## config.mk

```make
export PLATFORM = sky130hd
export DESIGN_NAME = fifo_wr_arbiter
export DESIGN_NICKNAME = d
export VERILOG_FILES = /design/src/rtl/fifo_wr_arbiter.sv
export SDC_FILE = /design/constraint.sdc
export NUM_CORES = 1
export LEC_CHECK = 0
export BUFFER_PORTS_ARGS = -buffer_cell sky130_fd_sc_hd__buf_2
export CORE_ASPECT_RATIO = 0.7
export CORE_MARGIN = 4
export CORE_UTILIZATION = 38
export CTS_CLUSTER_SIZE = 14
export DETAILED_ROUTE_END_ITERATION = 8
export PLACE_DENSITY = 0.88
export SLEW_MARGIN = 20
export SYNTH_ARGS = -nofsm -noshare
export SYNTH_HDL_FRONTEND = slang
export SYNTH_SLANG_ARGS = --single-unit
```

## constraint.sdc

```tcl
create_clock -name Clk -period 2 [get_ports Clk]
set_clock_uncertainty 0.05 [all_clocks]
set_input_delay 0.2 -clock Clk [delete_from_list [all_inputs] [get_ports Clk]]
set_output_delay 0.2 -clock Clk [all_outputs]
set_load 0.02 [all_outputs]
```

## src/rtl/fifo_wr_arbiter.sv

```systemverilog
// Round-robin write arbiter sharing one FIFO write port among NREQ producers.
// Optional full-stall counter enabled with FIFO_ARB_STALL_CNT_EN.
module fifo_wr_arbiter #(
  parameter int NREQ      = 4,
  parameter int DW        = 32,
  parameter int BURST_MAX = 4,
  localparam int OW       = $clog2(NREQ)
) (
  input  logic              Clk,
  input  logic              Rst,
  input  logic [NREQ-1:0]   req,
  input  logic [NREQ*DW-1:0] data_in,
  output logic [NREQ-1:0]   gnt,
  input  logic              fifo_full,
  output logic              fifo_wr,
  output logic [DW-1:0]     fifo_data,
  output logic [OW-1:0]     owner,
  output logic              busy,
  output logic [15:0]       stall_cnt
);

  typedef enum logic {IDLE, GRANT} state_t;

  state_t        state;
  logic [OW-1:0] ptr;
  logic [7:0]    bcnt;
  logic [OW-1:0] pick;
  logic          found;
  logic [OW-1:0] nxt_ptr;
  logic          own_req;
  logic          last;
  int            j;

  always_comb begin
    found = 1'b0;
    pick  = '0;
    j     = 0;
    for (int k = 0; k < NREQ; k++) begin
      j = int'(ptr) + k;
      if (j >= NREQ) j = j - NREQ;
      if (!found && req[j[OW-1:0]]) begin
        found = 1'b1;
        pick  = j[OW-1:0];
      end
    end
  end

  always_comb begin
    fifo_data = data_in[DW-1:0];
    for (int i = 0; i < NREQ; i++)
      if (owner == OW'(i)) fifo_data = data_in[i*DW +: DW];
  end

  assign own_req = req[owner];
  assign busy    = (state == GRANT);
  // Reset in the same cycle suppresses the write so the edge commits nothing.
  assign fifo_wr = busy & own_req & ~fifo_full & Rst;
  assign last    = ((bcnt + 8'd1) == 8'(BURST_MAX));
  assign nxt_ptr = (owner == OW'(NREQ-1)) ? '0 : owner + 1'b1;

  always_ff @(posedge Clk) begin
    if (!Rst) begin
      state <= IDLE;
      gnt   <= '0;
      ptr   <= '0;
      owner <= '0;
      bcnt  <= '0;
    end else begin
      unique case (state)
        IDLE: begin
          if (found) begin
            owner <= pick;
            gnt   <= NREQ'(1) << pick;
            bcnt  <= '0;
            state <= GRANT;
          end
        end
        GRANT: begin
          if (!own_req || (!fifo_full && last)) begin
            state <= IDLE;
            gnt   <= '0;
            ptr   <= nxt_ptr;
            bcnt  <= '0;
          end else if (!fifo_full) begin
            bcnt <= bcnt + 8'd1;
          end
        end
        default: state <= IDLE;
      endcase
    end
  end

`ifdef FIFO_ARB_STALL_CNT_EN
  always_ff @(posedge Clk) begin
    if (!Rst)
      stall_cnt <= '0;
    else if (busy && own_req && fifo_full && stall_cnt != 16'hFFFF)
      stall_cnt <= stall_cnt + 16'd1;
  end
`else
  assign stall_cnt = 16'h0000;
`endif

endmodule

```

==> qor.yml <==
grt_pass1_vias: 2623
syn_area_per_cell_sq_um: 6.76
final_common_cell: "buf_2"
totalWireLength_mm: 8.19
n_fill_cell: 493
crit_type: "register to primary output"
grt_remaining_overflow: 0
end_kind: "primary output"
yosysTopAreaCellShare_pct: 17.8
hold_violations: 0
cp.required_ps: 1750
worst-r2r-cell-count: 6
die_width_microns: 96.5
grt_max_degree: 51
cpMaxStageDelayCell: "dfxtp_2"
portBuffers: 174
pwr-share-seq_pct: 25.6
synthFlopType: "dfxtp_1"
holdWs_ps: 253
drc: 0
cpMostUsedCell: "buf_12"
leakagePower_nw: 1.54
synth_edf_count: 0
rsz0062_at_grt: "yes"
area.sequential_sq_um: 343
crit_arrival_ps: 1750
grt_pass1_wl_mm: 11.9
ant_nets: 0
grt_usage_pct: 21.5
areaGrowthSynthToFinish_pct: 53.5
tritoncts: "built"
synth_area_sq_um: 2080
cts_buffers: 3
rr_startpoint: "bcnt[0]"
gp_congestion: 0.888
path_clk_slew_ps: 70
cts.sinks: 17
drv_slew: 0
synthTopCellsByArea: "mux2i_1 (18%), dfxtp_1 (16%), a21oi_1 (8.4%), o21ai_0 (8.4%), nand2_1 (7.4%)"
synth.distinct_cells: 45
cp-start-kind: "register"
swShare_pct: 40.6
dpl.cell_count: 541
internal-power_uw: 852
power_density_nw_per_um2: 449
die-area_sq_um: 6750
use_met2_pct: 41.5
rrSetupSlack_ps: 90
ys_async_sr_fraction_pct: 0
r2r-end: "gnt[0]"
synth-seq-cells: 17
nNetsFinal: 621
io_pins: 191
worst-path-max-fanout: 6
final_cell_mix: "buf_2 (168), nand2_1 (41), nor2_1 (39)"
design_area_sq_um: 3200
p_switching_uw: 582
clock_tree.root_cell: "clkbuf_8"
ir_drop_v: 0.000438
core_area_sq_um: 5290
cts_htree_levels: 1
use_met1_pct: 24.8
path_cells: "inv_2 > ha_4 > buf_12 > buf_12 > mux2i_1 > nor2_1 > a21oi_1 > o21ai_1 > buf_4"
insertion_delay_ps: 250
finalSetupViolCount: 0
startpoint: "owner[1]"
drt-initial-drc-count: 89
vias_per_cell: 5.13
syn_inst: 308
hold_path_class: "primary input to register"
period_share_pct: 100
wire_per_inst_microns: 14.8
yosysSeqAreaShare_pct: 16.3
cts_buffer_depth: 2
clock_power_share_pct: 18.1
yosysTopAreaCell: "mux2i_1"
crit_path_max_incr_delay_ps: 330
grt.met3_usage_pct: 3.01
dpl_cell_area_sq_um: 3010
yosys_warnings: 0
antenna_found_initial: 0
multi_input_area_sq_um: 1600
combPwrFrac_pct: 56.3
fp-row-count: 22
min_period_ps: 2000
firstDrtPassIters: 5
start_util_pct: 39.4
die_y_microns: 69.9
antenna_cells: 0
cap_violations: 0
setup_ws_ps: 0.0656
place_ws_ps: 103
vias: 2836
drive_gt1_share_pct: 44.1
busiest_layer: "met2"
cts_hold_buf: 0
clock.fmax_ghz: 0.500
hpwlAfterDp_mm: 6.43
cp-endpoint: "fifo_data[13]"
run_status: "finished, final reports clean"
final_cells: 553
layout make-up:
cell class	instances	share of cell area, %
clock buffer	4	1.41
inverter	7	0.822
multi-input combinational	263	50.1
sequential	17	10.7
tap	72	2.82
timing repair buffer	190	34.1
synth_stat cells, types with 3 or more instances:
library cell and count:
a21oi_1 35, a22o_1 3, buf_1 3, buf_2 3, buf_4 16, clkbuf_1 14, dfxtp_1 17, ha_1 4
inv_1 6, mux2i_1 37, nand2_1 41, nand2b_1 4, nand3_1 10, nor2_1 39, o21ai_0 35, o21ai_1 4
o2bb2ai_1 4
through the flow:
step	power, mW	util [%]	setup TNS (ps)
2_1_floorplan	0.842	-	0
3_3_place_gp	1.10	56.9	0
3_5_place_dp	1.12	56.9	0
4_1_cts	1.41	59.3	0
5_1_grt	1.53	60.5	-824
6_report	1.43	60.5	0
critical path: cells and delay by family, from the launching register on:
| family | cells | cell delay [ps] |
|---|---|---|
| AOI/OAI and AO/OA | 2 | 180 |
| buffers and inverters | 4 | 480 |
| DFF | 1 | 330 |
| and+or+nand+nor | 1 | 70 |
| muxes | 1 | 230 |
| adders and majority gates | 1 | 200 |
cells by family after synthesis:
family / synth area share (%)
flops: 16.3
buf+inv: 10.8
other cells: 0.180
simple gates: 24.2
mux: 19.1
compound gates: 27.0
fa+ha+maj: 2.40
state kept, by name, summed over array words and instances, names as in the netlist:
name,count
owner,2
ptr,2
bcnt,8
busy,1
gnt,4
how the worst min path moves through the flow:
| stage | start | endpoint | depth (start not counted) |
|---|---|---|---|
| after floorplan | fifo_full | bcnt[6] | 2 |
| after global placement | gnt[3] | gnt[3] | 1 |
| after detailed placement | gnt[0] | gnt[0] | 1 |
| after CTS | fifo_full | bcnt[6] | 3 |
| after global routing | fifo_full | bcnt[6] | 3 |
| final | fifo_full | bcnt[6] | 3 |
per-layer routing:
layer | up-vias | share of wire, %
met4 | 0 | 0.60
met2 | 126 | 51
met3 | 4 | 8.8
met1 | 1312 | 39
met5 | - | 0
li1 | 1394 | -
timing repair:
item	in CTS	in global routing
gates resized for setup	2	11
pin swaps	0	7
endpoints found under the setup margin	29	32
endpoints found under the hold margin	0	0
setup buffers	6	2
cloned	0	1
power groups by stage:
| stage | combinational (mW) | clock, mW | sequential (mW) |
|---|---|---|---|
| final | 0.808 | 0.260 | 0.367 |
| after global routing | 0.874 | 0.285 | 0.369 |
| after CTS | 0.777 | 0.262 | 0.366 |
| after detailed placement | 0.749 | 0 | 0.373 |
| after global placement | 0.729 | 0 | 0.372 |
| after floorplan | 0.457 | 0 | 0.385 |
No activity file was read; power rests on OpenSTA's default activity.
